$ cat config.mk
export PLATFORM = sky130hd
export DESIGN_NAME = mem_port_scheduler
export DESIGN_NICKNAME = d
export VERILOG_FILES = /design/src/rtl/mem_port_scheduler.sv
export SDC_FILE = /design/constraint.sdc
export NUM_CORES = 1
export LEC_CHECK = 0
export CORE_AREA = 3 3 104 106
export DETAILED_ROUTE_END_ITERATION = 16
export DIE_AREA = 0 0 107 109
export GPL_TIMING_DRIVEN = 0
export PLACE_DENSITY = 0.63
export SLEW_MARGIN = 20
export SYNTH_ARGS = -nofsm -noshare
export SYNTH_HDL_FRONTEND = slang
export SYNTH_SLANG_ARGS = --single-unit
$ cat constraint.sdc
create_clock -name clk -period 5.81 [get_ports clk]
set_input_delay 0.581 -clock clk [delete_from_list [all_inputs] [get_ports clk]]
set_output_delay 0.581 -clock clk [all_outputs]
set_load 0.005 [all_outputs]
$ cat src/rtl/mem_port_scheduler.sv
// rtl/mem_port_scheduler.sv - single-port memory arbiter between instruction fetch and data access
module mem_port_scheduler #(
  parameter int AW   = 32,
  parameter int DW   = 32,
  parameter int LAT  = 2,
  parameter int FAIR = 4
) (
  input  logic          clk,
  input  logic          rst,
  input  logic          if_req,
  input  logic [AW-1:0] if_addr,
  output logic [DW-1:0] if_rdata,
  output logic          if_valid,
  input  logic          dm_req,
  input  logic          dm_we,
  input  logic [AW-1:0] dm_addr,
  input  logic [DW-1:0] dm_wdata,
  output logic [DW-1:0] dm_rdata,
  output logic          dm_valid,
  input  logic          flush,
  output logic          mem_en,
  output logic          mem_we,
  output logic [AW-1:0] mem_addr,
  output logic [DW-1:0] mem_wdata,
  input  logic [DW-1:0] mem_rdata,
  output logic          stall_f,
  output logic          stall_m
);

  localparam int FW = (FAIR < 1) ? 1 : $clog2(FAIR + 1);
  localparam logic [3:0]    CNT_INIT = 4'(LAT - 1);
  localparam logic [FW-1:0] FAIR_V   = FW'(FAIR);

  typedef enum logic {IDLE, WAIT} state_t;
  typedef enum logic {OWN_IF, OWN_DM} owner_t;

  state_t        state;
  owner_t        owner;
  logic [3:0]    cnt;
  logic [FW-1:0] fcnt;
  logic          discard;

  logic done;
  logic can_issue;
  logic issue_dm;
  logic issue_if;

  // Issue decision: data wins unless a fetch has been starved for FAIR grants;
  // the completion cycle doubles as an issue slot so the port never idles.
  always_comb begin
    done      = (state == WAIT) && (cnt == 4'd0);
    can_issue = rst && ((state == IDLE) || done);
    issue_dm  = can_issue && dm_req && (!if_req || (fcnt < FAIR_V));
    issue_if  = can_issue && !issue_dm && if_req && !flush;
  end

  // Memory command and completion signalling; the response only exists during
  // the completion cycle, so valids and read data are decoded from state.
  always_comb begin
    mem_en    = issue_dm || issue_if;
    mem_we    = issue_dm && dm_we;
    mem_addr  = '0;
    mem_wdata = '0;
    if (issue_dm) begin
      mem_addr  = dm_addr;
      mem_wdata = dm_wdata;
    end else if (issue_if) begin
      mem_addr  = if_addr;
    end
    if_valid = rst && done && (owner == OWN_IF) && !discard;
    dm_valid = rst && done && (owner == OWN_DM);
    if_rdata = if_valid ? mem_rdata : '0;
    dm_rdata = dm_valid ? mem_rdata : '0;
    stall_f  = if_req && !if_valid && !flush;
    stall_m  = dm_req && !dm_valid;
  end

  // Scheduler FSM with owner, latency counter, discard flag and fairness counter.
  always_ff @(posedge clk) begin
    if (!rst) begin
      state   <= IDLE;
      owner   <= OWN_IF;
      cnt     <= 4'd0;
      fcnt    <= '0;
      discard <= 1'b0;
    end else begin
      case (state)
        IDLE: begin
          if (issue_dm || issue_if) begin
            state <= WAIT;
            cnt   <= CNT_INIT;
          end
        end
        WAIT: begin
          if (flush && (owner == OWN_IF)) begin
            discard <= 1'b1;
          end
          if (cnt != 4'd0) begin
            cnt <= cnt - 4'd1;
          end else if (issue_dm || issue_if) begin
            cnt <= CNT_INIT;
          end else begin
            state <= IDLE;
          end
        end
        default: state <= IDLE;
      endcase

      if (issue_dm || issue_if) begin
        owner   <= issue_dm ? OWN_DM : OWN_IF;
        discard <= 1'b0;
      end

      if (issue_if || !if_req) begin
        fcnt <= '0;
      end else if (issue_dm && (fcnt != FAIR_V)) begin
        fcnt <= fcnt + FW'(1);
      end
    end
  end

endmodule

======== After elaboration in Yosys (flattened, before gate mapping) ========
Index checks and enable logic that the tools add are counted.
Widths: inputs -> output; s select.
word-level totals
  register bits after elaboration ......... 10
  latch bits .............................. 0
  bits in writable memories ............... 0
  memory bits (read-only) ................. 0
  word-level logic and storage cells ...... 56
  memories ................................ 0
cells by class
  $add $sub $neg .......................... 2
  multipliers ............................. 0
  divide/modulo/power cells ............... 0
  $lt $le $gt $ge ......................... 1
  equal/unequal tests ..................... 1
  shifts and indexed selects .............. 0
  mux-type cells .......................... 12
  bitwise gates (word level) .............. 3
  reductions and logical operators ........ 32
operators with widths
  cell                 number
  $mux 32              5
  $logic_and 1x1->1    17
  $mux 4               2
  $pmux 4 s2           1
  $logic_not 1->1      6
  $logic_not 4->1      1
  $logic_or 1x1->1     4
  $reduce_bool 4->1    1
  $reduce_or 2->1      2
  $sub 4x1->4 const B  1
  $add 3x1->3 const B  1
  $lt 3x3->1 const B   1
  $mux 1               3
  $ne 3x3->1 const B   1
  $not 1->1            3
  $pmux 1 s2           1
  $reduce_and 2->1     1

======== Depth between registers and ports, before layout ========
Gate-level depths: netlist (run 1).
  word-level depth ........................ 14
  gate-level depth with buffers ........... 7
  gate-level depth less buffers ........... 5

======== Worst setup path before layout (run 1) ========
Ideal clock, no wire load.
  kind .................................... input to output
  from .................................... input rst
  to ...................................... output dm_rdata[22]
  arrival time ............................ 1709 ps
  data required time ...................... 5229 ps
  slack ................................... 3520 ps
  stages on the path ...................... 5
  buffers on the path ..................... 2
  cells stage by stage .................... buf_2 > nand4b_1 > nor3b_1 > clkbuf_1 > and2_1
between the ends
  word-level cells in the longest chain between the ends .. 3
ends and longest elaborated chain
  what                            line  RTL
  start, declared                 9     input logic rst,
  $logic_and 1x1->1 (2 in a row)  71    dm_valid = rst && done && (owner == OWN_DM);
  net dm_valid                    19    output logic dm_valid,
  $mux 32                         73    dm_rdata = dm_valid ? mem_rdata : '0;
  end, declared                   18    output logic [DW-1:0] dm_rdata,
The timed path passes the listed nets, and every way through them passes these cells.

======== Final worst setup path (run 1) ========
  from .................................... input if_req
  to ...................................... output mem_addr[2]
between the ends
  word-level cells in the longest chain between the ends .. 9
ends and longest elaborated chain
  what                            line  RTL
  start, declared                 10    input logic if_req,
  $logic_not 1->1                 53    issue_dm = can_issue && dm_req && (!if_req || (fcnt < FAIR_V));
  $logic_or 1x1->1                53
  $logic_and 1x1->1               53
  $logic_not 1->1                 54    issue_if = can_issue && !issue_dm && if_req && !flush;
  $logic_and 1x1->1 (3 in a row)  54
  $mux 32                         67    end else if (issue_if) begin
  $mux 32 *                       64    if (issue_dm) begin
  end, declared                   23    output logic [AW-1:0] mem_addr,
Every way passes the cells marked *; elsewhere a longest branch is shown, timed or not.

==> results.tsv, run 1 <==
stage	metric	value	unit
synth	synth_nets	395	
hold_path	min_path_cells	2	
power_and_ir_drop	report.power.total	0.000427	W
sta	skew	0.00632	ns
synth	syn_area_per_cell	6.73	sq um
power_and_ir_drop	combPwrFrac	60.5	%
clock_network	postCtsSetupRepairBufs	0	
die	io_pins	268	
placed_design	hpwlAfterDp	8830	um
synth	async_flop_share	0	%
power_and_ir_drop	switching_power	0.000126	W
clock_network	cts_tree	done	
worst_setup_path	reg2reg_depth	5	
sta	rsz0062_at_grt	no	
worst_setup_path	worstReg2RegEnd	discard$_SDFFE_PP0P_	
clock_network	cts_max_level	1	
global_routing	antenna_found_initial	0	
clock_network	post_cts_resized	0	
cells_and_area	area_growth	166	%
clock_network	numCtsBuffers	3	
cells_and_area	nets	666	
sta	max_slew.worst_pin.slew	0.918	ns
die	die_h	109	um
global_routing	overflow	0	
placed_design	gp_congestion	0.790	
worst_setup_path	worstReg2RegStart	cnt[0]$_SDFF_PN0_	
clock_network	clock_latency	0.25	ns
synth	synth.largest_area_cell	and2_1	
hold_path	worstHoldStart	fcnt[1]$_SDFFE_PP0P_	
hold_path	min_to	fcnt[1]$_SDFFE_PP0P_	
die	coreArea	0.00986	sq mm
cells_and_area	antennaDiodeCount	0	
sta	report.final.slew_viol_count	0	
synth	synth_enable_flop_cells	0	
power_and_ir_drop	leakage	1.66	nW
synth	synthFlopType	dfxtp_1	
worst_setup_path	worst_ep_arrival_time	2.89	ns
power_and_ir_drop	intPower	0.000300	W
worst_setup_path	cp-start-kind	input pin	
placed_design	post-place-ws	2.31	ns
worst_setup_path	crit_chain	clkdlybuf4s50_1, nor2b_1, clkbuf_1, clkbuf_1, a32oi_1, nor2_1, clkdlybuf4s50_1	
worst_setup_path	cp_data_required_time	5.23	ns
synth	yosysSeqAreaShare	11.5	%
worst_setup_path	endpoint_kind	output pin	
routing	num_vias	2903	
routing	via_per_inst	4.39	
synth	synth_seq_cells	10	
sta	hold_violations	0	
power_and_ir_drop	swShare	29.6	%
routing	antenna_left	0	
worst_setup_path	path_max_fanout	10	
synth	ys_warn_count	0	
worst_setup_path	crit_path_top_delay_cell	clkdlybuf4s50_1	
clock_network	cts.path.max_buffers	2	
synth	synth_area_leaders	and2_1, a32oi_1, dfxtp_1	
power_and_ir_drop	p_clk_share	21.6	%
sta	slew_headroom	38.7	%
run_status	status	finished clean	
routing	wl_per_cell	15.2	um
power_and_ir_drop	power_density	92.3	mW/mm^2
worst_setup_path	rrSetupSlack	3.98	ns
worst_setup_path	critical_path_class	input pin to output pin	
clock_network	cts-root-buf	clkbuf_8	
synth	syn_area	0.00174	sq mm
synth	synth_cell_types	36	
routing	drc	0	
power_and_ir_drop	peakVddDrop	0.0517	mV
global_routing	grt_max_degree	11	
clock_network	clkTransAtPathRegs	0.05	ns
die	start_util	17.6	%
die	num_rows	36	
clock_network	cts.sinks	10	
sta	fin_tns_setup	0	ns
power_and_ir_drop	p_seq_share	17.9	%
die	die_area	0.0117	sq mm
cells_and_area	utilization	46.8	%
sta	fin_crit_sh	59.7	%
synth	yosysMostFrequentCell	and2_1	
routing	drt_pass1_iterations	4	
hold_path	min_path_type	flip-flop to flip-flop	
cells_and_area	post_route_cells_drive_above_1_share	2.84	%
die	die_width	107	um
worst_setup_path	max_stage_delay	0.54	ns
global_routing	grtUsageTotal	15.7	%
synth	synthDominantCellAreaShare	35.3	%
sta	hold-worst-slack	0.495	ns
routing	totalWireLength	10100	um
placed_design	portBuffers	266	
global_routing	grt_pass1_vias	2871	
global_routing	grt_pass1_wl	14700	um
clock_network	ctsHoldBuffers	0	
sta	setup_violations	0	
routing	drt_iter0_markers	150	
sta	worst_slack	2.34	ns
flow_run	drv_cap	0	
sta	min_period	3.47	ns
sta	max_freq	288	MHz
synth	syn-instance-count	258	
synth	synth_common_cells	and2_1, nor2_1, a32oi_1	
-- power by group through the flow --
stage | Combinational [W] | Sequential, W | Clock, W
3_5_place_dp | 0.000260 | 0.0000778 | 0
6_report | 0.000258 | 0.0000764 | 0.0000920
5_1_grt | 0.000280 | 0.0000769 | 0.0000966
4_1_cts | 0.000261 | 0.0000763 | 0.0000946
2_1_floorplan | 0.0000815 | 0.0000767 | 0
3_3_place_gp | 0.000257 | 0.0000776 | 0
-- area by class of cell --
cell class                      count  area, sq um
Buffer                             26          123
Fill cell                         973         5240
Clock buffer                        4         55.1
Sequential cell                    10          200
Timing Repair Buffer              266         2660
Multi-Input combinational cell    216         1390
Inverter                            6         22.5
Tap cell                          133          166
-- sequential cells by signal (all words and copies together) (netlist names) --
| signal | cells |
|---|---|
| fcnt | 3 |
| state | 1 |
| owner | 1 |
| cnt | 4 |
| discard | 1 |
-- per-stage QoR --
| stage | instance area [sq um] | instances |
|---|---|---|
| 6_report | 4620 | 661 |
| 3_5_place_dp | 4570 | 657 |
| 4_1_cts | 4620 | 661 |
| 3_3_place_gp | 4570 | 657 |
| 2_1_floorplan | 1740 | 258 |
| 5_1_grt | 4620 | 661 |
-- cell usage in the layout, fill, tap and decap left out, types with 4 or more instances in the layout --
cell type          n
and2_1            98
dfxtp_1           10
inv_1              6
nor2_1            37
a32oi_1           32
nand2_1            9
clkdlybuf4s50_1  266
clkbuf_1          20
clkbuf_8           4
-- worst max path at each step --
stage / from / to / slack (ns) / cells past startpoint
CTS: cnt[0]$_SDFF_PN0_ / dm_rdata[14] / 2.29 / 7
detailed placement: dm_req / mem_addr[26] / 2.31 / 6
global route: cnt[0]$_SDFF_PN0_ / dm_rdata[14] / 2.11 / 7
finish: if_req / mem_addr[2] / 2.34 / 7
floorplan: rst / dm_rdata[22] / 3.52 / 5
global placement: dm_req / mem_addr[26] / 2.32 / 6
-- cells by family after synthesis --
group,Yosys count,synth area share (%)
simple gates,160,51.9
compound gates,53,26.1
buf+inv,32,8.36
flops,10,11.5
fa+ha+maj,3,2.16
-- routing by layer --
metal	vias to the layer above	global-route usage, %	wire length (um)
met4	0	3.20	57
met5	-	0	0
met2	184	31.3	5280
met3	4	4.09	1050
li1	1446	-	-
met1	1269	16.3	3670
-- critical path, delay by kind of cell --
family | cells | cell delay [ns]
compound gates | 1 | 0.18
buf+inv | 4 | 1.85
simple gates | 2 | 0.27
Note: power is estimated with default switching activity, not from simulation.
==> inputs of run 2 (changes only) <==
--- a/config.mk
+++ b/config.mk
@@ -5,11 +5,11 @@
 export SDC_FILE = /design/constraint.sdc
 export NUM_CORES = 1
 export LEC_CHECK = 0
-export CORE_AREA = 3 3 104 106
+export CORE_AREA = 3 3 102 104
 export DETAILED_ROUTE_END_ITERATION = 16
-export DIE_AREA = 0 0 107 109
+export DIE_AREA = 0 0 105 107
 export GPL_TIMING_DRIVEN = 0
-export PLACE_DENSITY = 0.63
+export PLACE_DENSITY = 0.65
 export SLEW_MARGIN = 20
 export SYNTH_ARGS = -nofsm -noshare
 export SYNTH_HDL_FRONTEND = slang
==> constraint.sdc (replaced) <==
create_clock -name clk -period 3.45 [get_ports clk]
set_input_delay 0.345 -clock clk [delete_from_list [all_inputs] [get_ports clk]]
set_output_delay 0.345 -clock clk [all_outputs]
set_load 0.005 [all_outputs]
==> run 2 against run 1 <==
Net effect:
- sequential cell count unchanged
- routed wire length up 3.1%
- power up 69%
- die area down 3.7%
- worst setup slack worse by 2.1 ns
- hold slack worse by 0.094 ns
- critical path type is now flip-flop to output pin
- design area unchanged
- clock power up 66%
- critical path depth unchanged
- register-to-register slack worse by 2.4 ns
- utilization up 1.1 points
- global-route usage up 1.1 points
==> results.tsv, run 2 (synthesis results as in run 1) <==
stage	metric	value	unit	change
cells_and_area	fin_cells	661		unchanged
global_routing	antenna_found_initial	0		unchanged
routing	via_per_inst	4.44		was 4.39
worst_setup_path	cp_data_required_time	3.11	ns	was 5.23 ns
clock_network	ctsHoldBuffers	0		unchanged
clock_network	cts_max_level	1		unchanged
clock_network	numCtsBuffers	3		unchanged
sta	report.final.slew_viol_count	0		unchanged
global_routing	grt_pass1_vias	2941		was 2871
cells_and_area	fill_cells	995		was 973
die	start_util	18.0	%	was 17.6%
die	coreArea	0.00964	sq mm	was 0.00986 sq mm
worst_setup_path	path_max_fanout	10		unchanged
placed_design	gp_congestion	0.839		was 0.790
hold_path	min_path_type	input pin to flip-flop		was flip-flop to flip-flop
placed_design	post-place-ws	0.348	ns	was 2.31 ns
worst_setup_path	reg2reg_depth	6		was 5
die	die_h	107	um	was 109 um
sta	min_period	3.18	ns	
routing	drt_pass1_iterations	5		was 4
clock_network	clock_latency	0.25	ns	about the same
clock_network	postCtsSetupRepairBufs	0		unchanged
cells_and_area	regMostFlops	cnt		unchanged
cells_and_area	largest_reg_flops	4		unchanged
cells_and_area	seq_area	200	sq um	unchanged
sta	worst_slack	0.268	ns	was 2.34 ns
cells_and_area	post_route_cells_drive_above_1_share	2.84	%	unchanged
sta	skew	0.00394	ns	was 0.00632 ns
placed_design	dp_cells	657		unchanged
sta	hold_violations	0		unchanged
placed_design	portBuffers	266		unchanged
placed_design	hpwlAfterDp	9180	um	was 8830 um
run_status	status	finished clean		unchanged
clock_network	post_cts_resized	0		unchanged
cells_and_area	antennaDiodeCount	0		unchanged
routing	totalWireLength	10400	um	was 10100 um
cells_and_area	top_regs	cnt x4, fcnt x3		unchanged
sta	max_freq	314	MHz	
routing	num_vias	2937		was 2903
worst_setup_path	worstReg2RegEnd	fcnt[0]$_SDFFE_PP0P_		was discard$_SDFFE_PP0P_
worst_setup_path	rrSetupSlack	1.56	ns	was 3.98 ns
cells_and_area	multi_input_area	0.00139	sq mm	unchanged
sta	max_slew.worst_pin.slew	0.818	ns	was 0.918 ns
global_routing	overflow	0		unchanged
clock_network	cts.sinks	10		unchanged
cells_and_area	area_growth	166	%	unchanged
power_and_ir_drop	swShare	29.8	%	was 29.6%
power_and_ir_drop	leakage	1.66	nW	unchanged
worst_setup_path	critical_path_class	flip-flop to output pin		was input pin to output pin
routing	drt_iter0_markers	135		was 150
die	die_width	105	um	was 107 um
hold_path	min_path_cells	2		unchanged
sta	setup_violations	0		unchanged
clock_network	cts_tree	done		unchanged
cells_and_area	final_cell_mix	clkdlybuf4s50_1, and2_1, nor2_1		unchanged
die	io_pins	268		unchanged
sta	slew_headroom	45.3	%	was 38.7%
hold_path	min_to	cnt[1]$_SDFF_PN0_		was fcnt[1]$_SDFFE_PP0P_
power_and_ir_drop	report.power.total	0.000721	W	was 0.000427 W
routing	wl_per_cell	15.7	um	was 15.2 um
power_and_ir_drop	combPwrFrac	60.9	%	was 60.5%
sta	fin_crit_sh	92.2	%	
global_routing	grtUsageTotal	16.7	%	was 15.7%
sta	rsz0062_at_grt	no		unchanged
sta	fin_tns_setup	0	ns	unchanged
die	num_rows	36		unchanged
global_routing	grt_max_degree	11		unchanged
cells_and_area	nets	666		unchanged
power_and_ir_drop	intPower	0.000506	W	was 0.000300 W
worst_setup_path	worstReg2RegStart	cnt[0]$_SDFF_PN0_		unchanged
flow_run	drv_cap	0		unchanged
sta	hold-worst-slack	0.400	ns	was 0.495 ns
global_routing	grt_pass1_wl	15200	um	was 14700 um
clock_network	cts-root-buf	clkbuf_8		unchanged
cells_and_area	layout_commonest_cell	clkdlybuf4s50_1		unchanged
clock_network	cts.path.max_buffers	2		unchanged
clock_network	clkTransAtPathRegs	0.05	ns	about the same
routing	antenna_left	0		unchanged
power_and_ir_drop	p_clk_share	21.2	%	was 21.6%
power_and_ir_drop	switching_power	0.000215	W	was 0.000126 W
routing	drc	0		unchanged
power_and_ir_drop	peakVddDrop	0.0767	mV	was 0.0517 mV
power_and_ir_drop	p_seq_share	17.9	%	about the same
die	die_area	0.0112	sq mm	was 0.0117 sq mm
worst_setup_path	endpoint_kind	output pin		unchanged
power_and_ir_drop	power_density	156	mW/mm^2	was 92.3 mW/mm^2
hold_path	worstHoldStart	rst		was fcnt[1]$_SDFFE_PP0P_
worst_setup_path	cp-start-kind	flip-flop		was input pin
worst_setup_path	worst_ep_arrival_time	2.84	ns	was 2.89 ns
[run 2: power groups by stage]
stage	registers, W	clock network [W]	logic [W]
6_report	0.000129	0.000153	0.000439
5_1_grt	0.000130	0.000161	0.000472
4_1_cts	0.000129	0.000156	0.000444
3_5_place_dp	0.000131	0	0.000442
3_3_place_gp	0.000131	0	0.000435
2_1_floorplan	0.000129	0	0.000137
[run 2: worst max-delay path, stage by stage, from the launching register on]
cell	delay [ns]
dfxtp_1	0.32
inv_1	0.10
ha_1	0.24
nand4b_1	0.16
nor3b_1	0.70
clkbuf_1	0.37
and2_1	0.19
clkdlybuf4s50_1	0.50
[run 2: final cells by class]
cell class / instances / share of cell area [%]
Sequential cell: 10 / 4.33
Multi-Input combinational cell: 216 / 30.1
Inverter: 6 / 0.487
Timing Repair Buffer: 266 / 57.6
Clock buffer: 4 / 1.19
Buffer: 26 / 2.65
Tap cell: 133 / 3.60
[run 2: metrics by stage]
stage / utilization (%) / cell area [sq um]
2_1_floorplan: - / 1740
3_5_place_dp: 47.4 / 4570
5_1_grt: 47.9 / 4620
6_report: 47.9 / 4620
4_1_cts: 47.9 / 4620
3_3_place_gp: 47.4 / 4570
[run 2: how the worst max path moves through the flow]
stage | slack, ns | cells after the start | endpoint | startpoint
2_1_floorplan | 1.41 | 7 | mem_wdata[10] | cnt[0]$_SDFF_PN0_
3_3_place_gp | 0.39 | 6 | mem_addr[30] | dm_req
3_5_place_dp | 0.35 | 6 | mem_addr[30] | dm_req
4_1_cts | 0.19 | 7 | dm_rdata[4] | cnt[0]$_SDFF_PN0_
5_1_grt | 0.01 | 7 | dm_rdata[25] | cnt[0]$_SDFF_PN0_
6_report | 0.27 | 7 | dm_rdata[27] | cnt[0]$_SDFF_PN0_
[run 2: layer usage]
layer	vias up	routed length [um]	track usage [%]
li1	1443	-	-
met1	1314	3670	16.3
met2	171	5520	33.8
met3	9	1040	5.36
met4	0	135	3.84
met5	-	0	0
==> inputs of run 3 (changes only) <==
--- a/config.mk
+++ b/config.mk
@@ -5,11 +5,12 @@
 export SDC_FILE = /design/constraint.sdc
 export NUM_CORES = 1
 export LEC_CHECK = 0
-export CORE_AREA = 3 3 102 104
+export CORE_AREA = 3 3 104 106
 export DETAILED_ROUTE_END_ITERATION = 16
-export DIE_AREA = 0 0 105 107
+export DIE_AREA = 0 0 107 109
 export GPL_TIMING_DRIVEN = 0
 export PLACE_DENSITY = 0.65
+export REMOVE_ABC_BUFFERS = 1
 export SLEW_MARGIN = 20
 export SYNTH_ARGS = -nofsm -noshare
 export SYNTH_HDL_FRONTEND = slang
==> constraint.sdc (replaced) <==
create_clock -name clk -period 2.85 [get_ports clk]
set_input_delay 0.285 -clock clk [delete_from_list [all_inputs] [get_ports clk]]
set_output_delay 0.285 -clock clk [all_outputs]
set_load 0.005 [all_outputs]
==> run 3 against run 2 <==
Net effect:
- sequential power rose by 26%
- hold slack improved by 0.091 ns
- utilization rose by 0.28 points
- combinational power rose by 26%
- non-clock buffer count fell by 12
- global-route usage fell by 1.9 points
- power rose by 24%
- design area rose by 2.9%
- die area rose by 3.8%
- largest cell class unchanged
- largest power group unchanged
==> results.tsv, run 3 (synthesis results as in run 1) <==
stage	metric	value	unit	change
run_status	status	finished clean		unchanged
routing	wl_per_cell	14.9	um	was 15.7 um
cells_and_area	fill_cells	956		was 995
sta	hold_violations	0		unchanged
global_routing	met2_usage	29.3	%	was 33.8%
cells_and_area	seq_area	201	sq um	was 200 sq um
global_routing	antenna_found_initial	0		unchanged
sta	fin_tns_setup	0	ns	unchanged
routing	num_vias	2905		was 2937
sta	setup_violations	0		unchanged
die	coreArea	0.00986	sq mm	was 0.00964 sq mm
worst_setup_path	reg2reg_depth	6		unchanged
worst_setup_path	worst_ep_arrival_time	2.45	ns	was 2.84 ns
hold_path	min_path_type	flip-flop to flip-flop		was input pin to flip-flop
routing	totalWireLength	9660	um	was 10400 um
routing	antenna_left	0		unchanged
routing	drt_pass1_iterations	4		was 5
cells_and_area	final_cell_mix	clkdlybuf4s50_1, and2_1, nor2_1		unchanged
global_routing	grt_pass1_vias	2746		was 2941
worst_setup_path	path_max_fanout	20		was 10
power_and_ir_drop	swShare	29.1	%	was 29.8%
routing	via_per_inst	4.47		was 4.44
power_and_ir_drop	power_density	188	mW/mm^2	was 156 mW/mm^2
global_routing	grtUsageTotal	14.9	%	was 16.7%
worst_setup_path	critical_path_class	input pin to output pin		was flip-flop to output pin
placed_design	dp_cells	638		was 657
placed_design	portBuffers	267		was 266
sta	fin_crit_sh	95.9	%	
die	io_pins	268		unchanged
clock_network	cts.sinks	10		unchanged
clock_network	numCtsBuffers	3		unchanged
power_and_ir_drop	p_clk_share	20.2	%	was 21.2%
placed_design	gp_congestion	0.785		was 0.839
power_and_ir_drop	intPower	0.000636	W	was 0.000506 W
sta	max_slew.worst_pin.slew	0.693	ns	was 0.818 ns
power_and_ir_drop	peakVddDrop	0.162	mV	was 0.0767 mV
global_routing	grt_max_degree	36		was 11
die	die_width	107	um	was 105 um
global_routing	grt_pass1_wl	14000	um	was 15200 um
global_routing	grt-busiest-layer	met2		unchanged
routing	drc	0		unchanged
sta	report.final.slew_viol_count	0		unchanged
cells_and_area	top_regs	cnt x4, fcnt x3		unchanged
sta	slew_headroom	53.8	%	was 45.3%
worst_setup_path	endpoint_kind	output pin		unchanged
sta	skew	0.00436	ns	was 0.00394 ns
clock_network	clkTransAtPathRegs	0.05	ns	about the same
cells_and_area	layout_commonest_cell	clkdlybuf4s50_1		unchanged
power_and_ir_drop	leakage	1.73	nW	was 1.66 nW
clock_network	cts_max_level	1		unchanged
global_routing	use_met3	3.79	%	was 5.36%
cells_and_area	nets	655		was 666
sta	min_period	2.73	ns	
clock_network	cts-root-buf	clkbuf_8		unchanged
sta	rsz0062_at_grt	no		unchanged
cells_and_area	area_growth	174	%	was 166%
global_routing	grtUsageMet1	15.3	%	was 16.3%
clock_network	cts_tree	done		unchanged
global_routing	overflow	0		unchanged
die	num_rows	36		unchanged
power_and_ir_drop	combPwrFrac	61.8	%	was 60.9%
cells_and_area	antennaDiodeCount	0		unchanged
die	die_h	109	um	was 107 um
clock_network	clock_latency	0.24	ns	was 0.25 ns
worst_setup_path	cp_data_required_time	2.57	ns	was 3.11 ns
hold_path	min_path_cells	2		unchanged
die	start_util	17.6	%	was 18.0%
cells_and_area	fin_cells	650		was 661
placed_design	hpwlAfterDp	8110	um	was 9180 um
cells_and_area	largest_reg_flops	4		unchanged
cells_and_area	regMostFlops	cnt		unchanged
power_and_ir_drop	p_seq_share	18.0	%	was 17.9%
sta	max_freq	366	MHz	
cells_and_area	multi_input_area	0.00147	sq mm	was 0.00139 sq mm
routing	drt_iter0_markers	176		was 135
flow_run	drv_cap	0		unchanged
cells_and_area	post_route_cells_drive_above_1_share	6.19	%	was 2.84%
clock_network	cts.path.max_buffers	2		unchanged
die	die_area	0.0117	sq mm	was 0.0112 sq mm
power_and_ir_drop	switching_power	0.000261	W	was 0.000215 W
worst_setup_path	cp-start-kind	input pin		was flip-flop
[run 3: power groups by stage]
stage / Clock [W] / Sequential [W] / Combinational [W]
after detailed placement: 0 / 0.000162 / 0.000535
after global placement: 0 / 0.000161 / 0.000501
after floorplan: 0 / 0.000158 / 0.000147
after global routing: 0.000195 / 0.000163 / 0.000594
after CTS: 0.000186 / 0.000161 / 0.000557
final: 0.000181 / 0.000162 / 0.000554
[run 3: final cells by class]
class,count,area share [%]
tap,133,3.50
multi-input combinational,217,30.8
inverter,6,0.474
clock buffer,4,1.16
sequential,10,4.24
timing repair buffer,280,59.8
[run 3: critical path: stages]
cell	delay (ns)
clkdlybuf4s50_1	0.60
nor2b_4	0.52
buf_16	0.21
a32oi_1	0.10
nor2_1	0.18
clkdlybuf4s50_1	0.54
[run 3: repair_timing]
| item | in CTS | in global routing |
|---|---|---|
| gates resized for setup | 5 | 0 |
| pin swaps | 3 | 2 |
| setup endpoints to repair | 73 | 41 |
| setup buffers | 6 | 2 |
| hold buffers | 0 | 0 |
| cloned | 1 | 0 |
[run 3: layer usage]
metal  wire (um)  share of wire [%]  vias up
met2        4980                 52      167
met5           0                  0        -
met1        3540                 37     1294
li1            -                  -     1429
met4         182                1.9        0
met3         955                9.9       15
[run 3: path summary, 6_finish.rpt]
check | from | endpoint | slack, ns
max reg2reg | cnt[0]$_SDFF_PN0_ | cnt[1]$_SDFF_PN0_ | 0.94
max | if_req | mem_addr[1] | 0.12
min reg2reg | fcnt[1]$_SDFFE_PP0P_ | fcnt[1]$_SDFFE_PP0P_ | 0.49
min | fcnt[1]$_SDFFE_PP0P_ | fcnt[1]$_SDFFE_PP0P_ | 0.49
[run 3: through the flow]
stage                     utilization [%]  hold WS, ns  power (W)  instance area [sq um]  worst slack (ns)
after floorplan                         -        0.403   0.000305                   1610             0.230
after global placement               45.1        0.478   0.000661                   4450             -1.68
after detailed placement             46.7        0.490   0.000697                   4610            -0.211
after CTS                            48.1        0.497   0.000904                   4750            0.0924
after global routing                 48.2        0.527   0.000952                   4760            0.0107
final                                48.2        0.491   0.000896                   4760             0.118
